$ cat src/rtl/cpu_pkg.sv
// Shared CPU definitions: memory bus controller state encoding and the
// all-zero NOP instruction used whenever the instruction register is cleared.
package cpu_pkg;

    typedef enum logic [1:0] {
        IDLE = 2'd0,
        REQ  = 2'd1,
        DONE = 2'd2,
        HOLD = 2'd3
    } bus_state_t;

    localparam logic [15:0] NOP_INSN = 16'h0000;

endpackage

$ cat src/rtl/mem_wait_timer.sv
// Wait-cycle counter for the memory handshake: cleared when a request starts,
// advanced on each not-ready cycle, and flags the last permitted wait cycle.
module mem_wait_timer #(
    parameter int TIMEOUT = 15
) (
    input  logic clk,
    input  logic reset,
    input  logic clear,
    input  logic enable,
    output logic expire
);

    localparam int CW = $clog2(TIMEOUT + 1);
    localparam logic [CW-1:0] LAST = CW'(TIMEOUT - 1);

    logic [CW-1:0] count;

    // NOTE: sequential state uses non-blocking assignments so every register
    // samples its inputs from before the edge, independent of block order.
    always_ff @(posedge clk or negedge reset) begin
        if (!reset) begin
            count <= '0;
        end else if (clear) begin
            count <= '0;
        end else if (enable && count != LAST) begin
            count <= count + CW'(1);
        end
    end

    assign expire = (count == LAST);

endmodule

$ cat src/rtl/mem_bus_ctrl.sv
// Memory bus controller: turns decoder request strobes into a ready-based
// memory handshake, loads ISR or rd_data on reads, and pulses ACK on completion.
module mem_bus_ctrl
    import cpu_pkg::*;
#(
    parameter int AW      = 16,
    parameter int DW      = 16,
    parameter int TIMEOUT = 15
) (
    input  logic          clk,
    input  logic          reset,
    input  logic          MREQ_N,
    input  logic          R_W_N,
    input  logic          MIS,
    input  logic [AW-1:0] addr,
    input  logic [DW-1:0] wdata,
    input  logic          err_clr,
    output logic          mem_req,
    output logic          mem_we,
    output logic [AW-1:0] mem_addr,
    output logic [DW-1:0] mem_wdata,
    input  logic [DW-1:0] mem_rdata,
    input  logic          mem_rdy,
    output logic          ACK,
    output logic [DW-1:0] ISR,
    output logic [DW-1:0] rd_data,
    output logic          busy,
    output logic          err
);

    bus_state_t state;
    logic       is_read;
    logic       is_fetch;
    logic       timer_expire;

    mem_wait_timer #(.TIMEOUT(TIMEOUT)) u_wait_timer (
        .clk    (clk),
        .reset  (reset),
        .clear  (state == IDLE && !MREQ_N),
        .enable (state == REQ && !mem_rdy),
        .expire (timer_expire)
    );

    always_ff @(posedge clk or negedge reset) begin
        if (!reset) begin
            state     <= IDLE;
            mem_req   <= 1'b0;
            mem_we    <= 1'b0;
            mem_addr  <= '0;
            mem_wdata <= '0;
            ACK       <= 1'b0;
            ISR       <= DW'(NOP_INSN);
            rd_data   <= '0;
            err       <= 1'b0;
            is_read   <= 1'b0;
            is_fetch  <= 1'b0;
        end else begin
            // A timeout later in this block overrides the clear on the same edge.
            if (err_clr) begin
                err <= 1'b0;
            end

            case (state)
                IDLE: begin
                    if (!MREQ_N) begin
                        mem_addr  <= addr;
                        mem_wdata <= wdata;
                        mem_we    <= ~R_W_N;
                        is_read   <= R_W_N;
                        is_fetch  <= MIS;
                        mem_req   <= 1'b1;
                        state     <= REQ;
                    end
                end
                REQ: begin
                    if (mem_rdy) begin
                        if (is_read && is_fetch) begin
                            ISR <= mem_rdata;
                        end else if (is_read) begin
                            rd_data <= mem_rdata;
                        end
                        mem_req <= 1'b0;
                        mem_we  <= 1'b0;
                        ACK     <= 1'b1;
                        state   <= DONE;
                    end else if (timer_expire) begin
                        // Aborted fetch leaves a NOP so the core never runs stale code.
                        if (is_read && is_fetch) begin
                            ISR <= DW'(NOP_INSN);
                        end
                        err     <= 1'b1;
                        mem_req <= 1'b0;
                        mem_we  <= 1'b0;
                        ACK     <= 1'b1;
                        state   <= DONE;
                    end
                end
                DONE: begin
                    ACK   <= 1'b0;
                    state <= MREQ_N ? IDLE : HOLD;
                end
                HOLD: begin
                    if (MREQ_N) begin
                        state <= IDLE;
                    end
                end
                default: state <= IDLE;
            endcase
        end
    end

    assign busy = (state != IDLE);

endmodule

$ cat config.mk
export PLATFORM = sky130hd
export DESIGN_NAME = mem_bus_ctrl
export DESIGN_NICKNAME = d
export VERILOG_FILES = /design/src/rtl/cpu_pkg.sv /design/src/rtl/mem_wait_timer.sv /design/src/rtl/mem_bus_ctrl.sv
export SDC_FILE = /design/constraint.sdc
export NUM_CORES = 1
export LEC_CHECK = 0
export CAP_MARGIN = 20
export CORE_AREA = 2 2 87 89
export DETAILED_ROUTE_END_ITERATION = 8
export DIE_AREA = 0 0 89 91
export PLACE_DENSITY = 0.81
export REMOVE_ABC_BUFFERS = 1
export SLEW_MARGIN = 20
export SYNTH_ARGS = -nofsm -noshare
export SYNTH_HDL_FRONTEND = slang
export SYNTH_SLANG_ARGS = --single-unit
$ cat constraint.sdc
create_clock -name clk -period 1.9 [get_ports clk]
set_clock_uncertainty 0.15 [all_clocks]
set_input_delay 0.38 -clock clk [delete_from_list [all_inputs] [get_ports clk]]
set_output_delay 0.38 -clock clk [all_outputs]
set_load 0.05 [all_outputs]
After elaboration in Yosys (flattened, before gate mapping)
Index checks and enable logic that the tools add are counted.
{"block": "op_classes", "addsub": 1, "n_eq_ne": 8, "bitwise": 3, "n_mux": 25, "reduce_logical": 18}
{"op": "16-bit two-way mux", "n": 4}
{"op": "1-bit two-way mux", "n": 10}
{"op": "2-bit two-way mux", "n": 5}
{"op": "2-bit nonzero test", "n": 5}
{"op": "3-bit AND reduction", "n": 3}
{"op": "4-bit two-way mux", "n": 2}
{"op": "2-bit case mux with 4 select lines", "n": 1}
{"op": "1-bit case mux with 2 select lines", "n": 3}
{"op": "4-bit by 1-bit adder with 4-bit output (second input constant)", "n": 1}
{"op": "2-bit equality test (second input constant)", "n": 2}
{"op": "4-bit equality test (second input constant)", "n": 1}
{"op": "1-bit logical AND", "n": 4}
{"op": "2-bit inequality test (second input constant)", "n": 2}
{"op": "4-bit inequality test (second input constant)", "n": 1}
{"op": "2-bit AND reduction", "n": 2}
{"op": "4-bit AND reduction", "n": 1}
{"op": "3-bit inequality test (second input constant)", "n": 1}
{"op": "1-bit inverter", "n": 3}
{"op": "2-bit by 1-bit equality test with 1-bit output (second input constant)", "n": 1}
{"op": "1-bit logical NOT", "n": 2}
{"op": "2-bit logical NOT", "n": 1}
{"block": "word_totals", "register_bits": 76, "elab_cells": 67}

Logic depth before layout (Yosys ltp)
Gate-level depths: netlist of the first run.
{"block": "depth", "word_depth": 5, "ltp_mapped": 7}

By module
Synthesis of the first run repeated with hierarchy kept, for this count alone.
{"block": "hier_totals", "hier_cells": 221, "hier_area_um2": 3136.8}
{"mod": "mem_bus_ctrl", "n_inst": 1, "cells_per_inst": 197, "area_each_um2": 2915.3}
{"mod": "mem_wait_timer", "n_inst": 1, "cells_per_inst": 24, "area_each_um2": 221.5}

Worst setup path before layout of the first run
OpenSTA, ideal clock, no wires.
{"block": "synth_timing", "path_kind": "register to register", "from": "reg u_wait_timer.count[0]", "to": "reg ISR[10]", "required_ps": 1683, "stages_incl_launch_ff": 8, "arrival_ps": 1496, "setup_slack_ps": 187, "synth_period_minus_slack_ps": 1713, "setup_ps": 67, "n_path_buf": 2, "cell_sequence": "dfrtp_1 -> inv_1 -> ha_1 -> a31oi_1 -> nand2b_1 -> clkbuf_2 -> buf_2 -> a22o_1"}
{"block": "synth_between", "elab_chain_cells": 3}
{"element": "start: declaration", "line_no": "mem_wait_timer.sv:16", "rtl": "logic [CW-1:0] count;"}
{"element": "start signal: assignment", "line_no": "mem_wait_timer.sv:26", "rtl": "count <= count + CW'(1);"}
{"element": "4-bit equality test", "line_no": "mem_wait_timer.sv:30", "rtl": "assign expire = (count == LAST);"}
{"element": "2-bit nonzero test (no source line)"}
{"element": "3-bit AND reduction (no source line)"}
{"element": "end signal: assignment", "line_no": "mem_bus_ctrl.sv:52", "rtl": "ISR <= DW'(NOP_INSN);"}
{"element": "end signal: assignment", "line_no": "mem_bus_ctrl.sv:78", "rtl": "ISR <= mem_rdata;"}
{"element": "end signal: assignment", "line_no": "mem_bus_ctrl.sv:89", "rtl": "ISR <= DW'(NOP_INSN);"}
{"element": "end: declaration", "line_no": "mem_bus_ctrl.sv:25", "rtl": "output logic [DW-1:0] ISR,"}
No other way between the ends.
A chain may end at the register's enable or synchronous reset.

Worst setup path after layout of the first run
{"block": "layout_timing", "from": "reg state[1]", "to": "out busy"}
{"block": "layout_between", "elab_chain_cells": 1}
{"element": "start: declaration", "line_no": "mem_bus_ctrl.sv:31", "rtl": "bus_state_t state;"}
{"element": "start signal: assignment", "line_no": "mem_bus_ctrl.sv:100", "rtl": "state <= MREQ_N ? IDLE : HOLD;"}
{"element": "2-bit nonzero test", "line_no": "mem_bus_ctrl.sv:112", "rtl": "assign busy = (state != IDLE);"}
{"element": "end: declaration", "line_no": "mem_bus_ctrl.sv:27", "rtl": "output logic busy,"}
No other way between the ends.

==> results of run 1 <==
power by group through the flow:
stage	clock network, mW	registers (mW)	logic, mW
3_5_place_dp	0	2.87	5.04
3_3_place_gp	0	2.85	4.95
6_report	1.36	2.86	5.04
2_1_floorplan	0	5.26	0.926
5_1_grt	1.48	2.95	5.31
4_1_cts	1.40	2.86	5.07
critical path: stages, from the launching register on:
cell and delay (ns):
dfrtp_2 0.40, buf_4 0.16, or2_4 0.23, buf_8 0.15
cells by family after synthesis:
kind of cell    after synthesis  share of synthesized area, %
flops                        76                          62.7
mux                          20                          8.50
compound gates               28                          6.85
buf+inv                      20                          4.29
simple gates                123                          16.8
fa+ha+maj                     2                         0.825
final timing paths:
| kind | from | endpoint | slack [ns] | cells after the start |
|---|---|---|---|---|
| worst max-delay path | state[1]$_DFFE_PN0P_ | busy | 0.09 | 3 |
| worst min-delay path | mem_wdata[12]$_DFFE_PN0P_ | mem_wdata[12]$_DFFE_PN0P_ | 0.33 | 2 |
| worst max register to register | state[0]$_DFFE_PN0P_ | mem_addr[15]$_DFFE_PN0P_ | 0.14 | 5 |
| worst min register to register | mem_wdata[12]$_DFFE_PN0P_ | mem_wdata[12]$_DFFE_PN0P_ | 0.33 | 2 |
| max in group asynchronous | reset | mem_wdata[14]$_DFFE_PN0P_ | 0.62 | 3 |
| min in group asynchronous | reset | mem_req$_DFFE_PN0P_ | 0.41 | 2 |
routing by layer:
metal | up-vias | global-route usage (%) | share of wire, %
li1 | 1156 | - | -
met1 | 1168 | 23.9 | 44
met2 | 115 | 29.5 | 46
met3 | 8 | 5.82 | 8.8
met4 | 0 | 7.96 | 1.2
met5 | - | 0 | 0
synthesized netlist by cell type, drive strengths merged, types with 2 or more instances:
master | number | area (sq um)
buf | 11 | 95.1
and4b | 2 | 20.0
nand2 | 108 | 405
dfrtp | 76 | 1900
clkbuf | 4 | 16.3
a22o | 16 | 140
nor3 | 2 | 15.0
nor2 | 2 | 7.51
inv | 5 | 18.8
mux2 | 16 | 218
o21ai | 6 | 30.0
ha | 2 | 25.0
o22ai | 2 | 12.5
mux2i | 4 | 40.0
nand3 | 2 | 10.0
a21oi | 2 | 10.0
timing repair:
item	CTS	global route
setup endpoints to repair	1	3
pin swaps	0	0
resized for setup	3	2
setup buffers	2	0
hold buffers	1	0
hold endpoints to repair	32	0
final cells by class:
cell class	instances	area, sq um	area share [%]
tap	99	124	2.75
inverter	5	18.8	0.416
multi-input combinational	173	1010	22.4
timing repair buffer	138	1230	27.2
clock inverter	7	100	2.22
sequential	76	1900	42.2
clock buffer	9	124	2.75
cell usage in the layout, fill, tap and decap left out, types with 2 or more instances in the layout:
| cell type | count |
|---|---|
| nand2_1 | 108 |
| buf_4 | 79 |
| dfrtp_1 | 74 |
| clkdlybuf4s50_1 | 53 |
| a22o_1 | 16 |
| mux2_4 | 10 |
| clkbuf_8 | 9 |
| o21ai_0 | 6 |
| mux2_2 | 6 |
| inv_1 | 5 |
| mux2i_1 | 4 |
| buf_12 | 4 |
| clkinvlp_4 | 3 |
| nand3_1 | 2 |
| and4b_1 | 2 |
| o22ai_1 | 2 |
| a21oi_1 | 2 |
| nor2_1 | 2 |
| ha_1 | 2 |
| bufinv_16 | 2 |
| dfrtp_2 | 2 |
flip-flops by register name (all words and copies together) (netlist names):
signal	count
ISR	16
mem_addr	16
mem_wdata	16
rd_data	16
u_wait_timer.count	4
state	2
ACK	1
err	1
is_fetch	1
is_read	1
mem_req	1
mem_we	1
==> metrics, run 1 <==
max_cap viols=0; Routed WL per cell=14.3 um; power per standard cell area=2050 nW/um^2; H-tree levels=3; DP Wirelength=5290 um; worst setup path category=flip-flop to output port; die width=89 um; ys flop type=dfrtp_1; Sequential Power Share=30.8%; Pre-antenna DRT Iters=4; FFs w/ async S/R, synth=100%; Logic pwr share=54.4%; CTS Buf Count=9; # setup viols final=0; post-route worst setup slack=0.0912 ns; post-route ant nets=0; Clk pin slew, worst setup/hold paths=0.08 ns; sequential-to-total area share from yosys stat=62.7%; FP Rows=31; Area growth, synth to finish=48.7%; Vias=2447; largest net degree at the start of global routing=45; fin crit share=95.2%; LEAKAGE=2.28 nW; drt initial violations=124; clock buffer depth=2; Routed WL=7240 um; DRC=0; CTS tree=yes; YS warnings=0; CP startpoint kind=flip-flop; placer congestion estimate=0.776; max-slew violations=0; sw power=4.50 mW; Nets=460; post-synthesis register bit count=76; latest clock arrival within the worst-skew pair=0.34 ns; worst-margin pin slew=0.442 ns; Setup crit end kind=output port; worst endpoint required time=1.37 ns; final core occ=63.2%; Cell Area, Synth=3030 sq um; share of cells above drive strength 1=29.7%; final non-filler cell total=507; minimum hold slack=0.331 ns; WP data arrival=1.28 ns; initial antenna violation count=0; min Tclk post-route=1.81 ns; vias in the first global route=2408; Placement Setup Slack=-0.102 ns; Initial Utilization=42.5%; die height=91 um; fillcell total=606; Clk pwr share=14.7%; Max VDD drop=1.03 mV; GRT Util Overall=18.8%; Pwr Total=9.26 mW; placed cell count=489; Setup TNS=0 ns; total grt overflow=0; fin area=4510 sq um; IO Pins=124; Worst Path Max Fanout=6; drt via density=4.83; Sw Share=48.6%; status=finished clean; root buf cell=clkbuf_8; Fin. Hold Viols=0; first-pass GRT wire length=11800 um; Max Fclk=553 MHz; Pint=4.76 mW; Yosys cell types=30; average cell area after synthesis=11.3 sq um; worst min path class=flip-flop to flip-flop; die area=8100 sq um; clock sink total=76; cell count after synthesis=269; relative slew slack=70.6%; IO buf count=123; ANT cells=0; RSZ-0062 raised after global routing=false; DP Area=4260 sq um; EDFF count, synth=0; core area=7140 sq um
Note: power is estimated with default switching activity, not from simulation.
==> run 2, diff against run 1 <==
- ABC_AREA: not set -> 1
- CORE_AREA: 2 2 87 89 -> 2 2 89 91
- DIE_AREA: 0 0 89 91 -> 0 0 91 93
==> metrics, run 2 <==
status=finished clean (unchanged); CP cell instances=inv_2, nand2_1, buf_12 (was buf_4, or2_4, buf_8); FFs w/ async S/R, synth=100% (unchanged); final non-filler cell total=618 (was 507); Setup TNS=0 ns (unchanged); die width=91 um (was 89 um); DRC=0 (unchanged); Routed WL per cell=12.6 um (was 14.3 um); CTS Buf Count=9 (unchanged); top-count cell post-synth=nand2_1 (unchanged); EDFF count, synth=0 (unchanged); Pint=4.51 mW (was 4.76 mW); worst endpoint required time=1.37 ns (about the same); ANT cells=0 (unchanged); worst setup path category=flip-flop to output port (unchanged); power per standard cell area=1970 nW/um^2 (was 2050 nW/um^2); FP Rows=32 (was 31); root buf cell=clkbuf_8 (unchanged); # setup viols final=0 (unchanged); drt via density=4.68 (was 4.83); Nets=569 (was 460); Vias=2895 (was 2447); worst-case reg-to-reg path depth=7 (was 5); Setup crit end kind=output port (unchanged); post-synth top area share=58.6% (was 62.7%); fin crit share=86.9% (was 95.2%); Yosys cell types=24 (was 30); Worst Path Max Fanout=4 (was 6); Sw Share=51.1% (was 48.6%); most common cell after layout, fill and taps aside=nand2_1 (unchanged); clock sink total=76 (unchanged); final core occ=62.2% (was 63.2%); Sequential Power Share=30.6% (was 30.8%); share of cells above drive strength 1=21.7% (was 29.7%); core area=7530 sq um (was 7140 sq um); post-synthesis register bit count=76 (unchanged); sequential-to-total area share from yosys stat=58.6% (was 62.7%); Logic pwr share=56.4% (was 54.4%); vias in the first global route=2764 (was 2408); WP data arrival=1.12 ns (was 1.28 ns); Clk pin slew, worst setup/hold paths=0.08 ns (about the same); most frequent cells after synthesis=201 x nand2_1, 76 x dfrtp_1, 20 x inv_1, 17 x nand4_1, 15 x o21ai_0 (was 108 x nand2_1, 76 x dfrtp_1, 16 x a22o_1, 10 x mux2_4); Pre-antenna DRT Iters=5 (was 4); Max VDD drop=1.06 mV (was 1.03 mV); drt initial violations=162 (was 124); LEAKAGE=2.57 nW (was 2.28 nW); largest area contributor in the netlist=dfrtp_1 (unchanged); first-pass GRT wire length=13000 um (was 11800 um); Fin. Hold Viols=0 (unchanged); die area=8460 sq um (was 8100 sq um); Routed WL=7820 um (was 7240 um); YS warnings=0 (unchanged); latest clock arrival within the worst-skew pair=0.34 ns (about the same); relative slew slack=75.7% (was 70.6%); placed cell count=602 (was 489); worst-margin pin slew=0.364 ns (was 0.442 ns); ys flop type=dfrtp_1 (unchanged); CP startpoint kind=flip-flop (unchanged); Area growth, synth to finish=44.1% (was 48.7%); DP Wirelength=5910 um (was 5290 um); max_cap viols=0 (unchanged); Initial Utilization=43.1% (was 42.5%); placer congestion estimate=0.830 (was 0.776); initial antenna violation count=0 (unchanged); post-CTS sizing=0 (was 3); RSZ-0062 raised after global routing=false (unchanged); Clk pwr share=13.0% (was 14.7%); Synth area leaders=dfrtp_1 59%, nand2_1 23%, nand4_1 3.3% (was dfrtp_1 63%, nand2_1 13%, mux2_4 5.0%); cell count after synthesis=379 (was 269); Max Fclk=606 MHz (was 553 MHz); minimum hold slack=0.316 ns (was 0.331 ns); min Tclk post-route=1.65 ns (was 1.81 ns); CP max-delay cell=dfrtp_1 (was dfrtp_2); die height=93 um (was 91 um); post-CTS setup buffers=0 (was 2); sw power=4.72 mW (was 4.50 mW); H-tree levels=3 (unchanged); post-route worst setup slack=0.249 ns (was 0.0912 ns); max-slew violations=0 (unchanged); clock buffer depth=2 (unchanged); IO buf count=123 (unchanged); average cell area after synthesis=8.57 sq um (was 11.3 sq um); largest net degree at the start of global routing=36 (was 45); Cell Area, Synth=3250 sq um (was 3030 sq um); worst min path class=input port to asynchronous set/reset pin (was flip-flop to flip-flop); CTS tree=yes (unchanged); total grt overflow=0 (unchanged); post-route ant nets=0 (unchanged); GRT Util Overall=19.1% (was 18.8%); CP peak stage delay=0.43 ns (was 0.40 ns); IO Pins=124 (unchanged); most frequent cells in the layout=201 x nand2_1, 82 x buf_4, 76 x dfrtp_1 (was 108 x nand2_1, 79 x buf_4, 74 x dfrtp_1); Placement Setup Slack=0.0459 ns (was -0.102 ns)
## run 2: changes by cell type after synthesis, sizes merged, moves of 3 or more
cell	before	now
o21ai	6	18
buf	11	14
a22o	16	0
mux2i	4	0
mux2	16	0
nand2	108	203
nand4	1	17
nand3	2	13
inv	5	24
## run 2: cell type report
cell class	count	area, sq um
tap	102	128
clock buffer	11	141
timing repair buffer	139	1220
fill	637	2850
inverter	25	93.8
clock inverter	4	50.0
sequential	76	1900
multi-input combinational	261	1150
## run 2: power groups by stage
stage          Combinational, mW  Clock (mW)  Sequential [mW]
2_1_floorplan               1.07           0             5.14
6_report                    5.21        1.20             2.83
4_1_cts                     5.25        1.23             2.83
5_1_grt                     5.53        1.29             2.93
3_5_place_dp                5.26           0             2.83
3_3_place_gp                5.16           0             2.83
## run 2: kinds of logic after synthesis
| logic type | after synthesis | synth area share [%] |
|---|---|---|
| AND/OR/NAND/NOR | 239 | 31.4 |
| AO/OA/AOI/OAI | 19 | 2.97 |
| XOR/XNOR | 1 | 0.270 |
| buffers and inverters | 42 | 6.05 |
| adder cells (fa/ha/maj) | 2 | 0.771 |
| flip-flops | 76 | 58.6 |
## run 2: through the flow
| step | instance area (sq um) | total power, mW |
|---|---|---|
| after CTS | 4680 | 9.31 |
| final | 4680 | 9.23 |
| after global placement | 4480 | 7.99 |
| after global routing | 4680 | 9.75 |
| after detailed placement | 4480 | 8.09 |
| after floorplan | 3140 | 6.21 |
## run 2: worst max-delay path: cells and delay by family (launching register included)
kind	cells	cell delay [ns]
flops	1	0.43
buf+inv	2	0.26
simple gates	1	0.10
## run 2: timing repair
action	4_1_cts	5_1_grt
hold endpoints to repair	19	0
hold buffers	1	0
setup endpoints to repair	0	0
## run 2: per-layer routing
layer	up-vias	share of wire [%]	global-route usage, %	wire length, um
li1	1441	-	-	-
met1	1351	43	23.9	3330
met2	97	50	32.5	3940
met3	6	6.1	5.40	479
met4	0	0.79	5.56	62
met5	-	0	0	0
## run 2: final timing paths
check                                            to  slack (ns)                               from
setup / recovery                               busy        0.25               state[1]$_DFFE_PN0P_
hold / removal             mem_wdata[4]$_DFFE_PN0P_        0.32                              reset
setup reg to reg                ISR[12]$_DFFE_PN0P_        0.32  u_wait_timer.count[0]$_DFFE_PN0P_
hold reg to reg                  ISR[2]$_DFFE_PN0P_        0.33                 ISR[2]$_DFFE_PN0P_
max in group asynchronous       ISR[11]$_DFFE_PN0P_        0.71                              reset
min in group clk                 ISR[2]$_DFFE_PN0P_        0.33                 ISR[2]$_DFFE_PN0P_
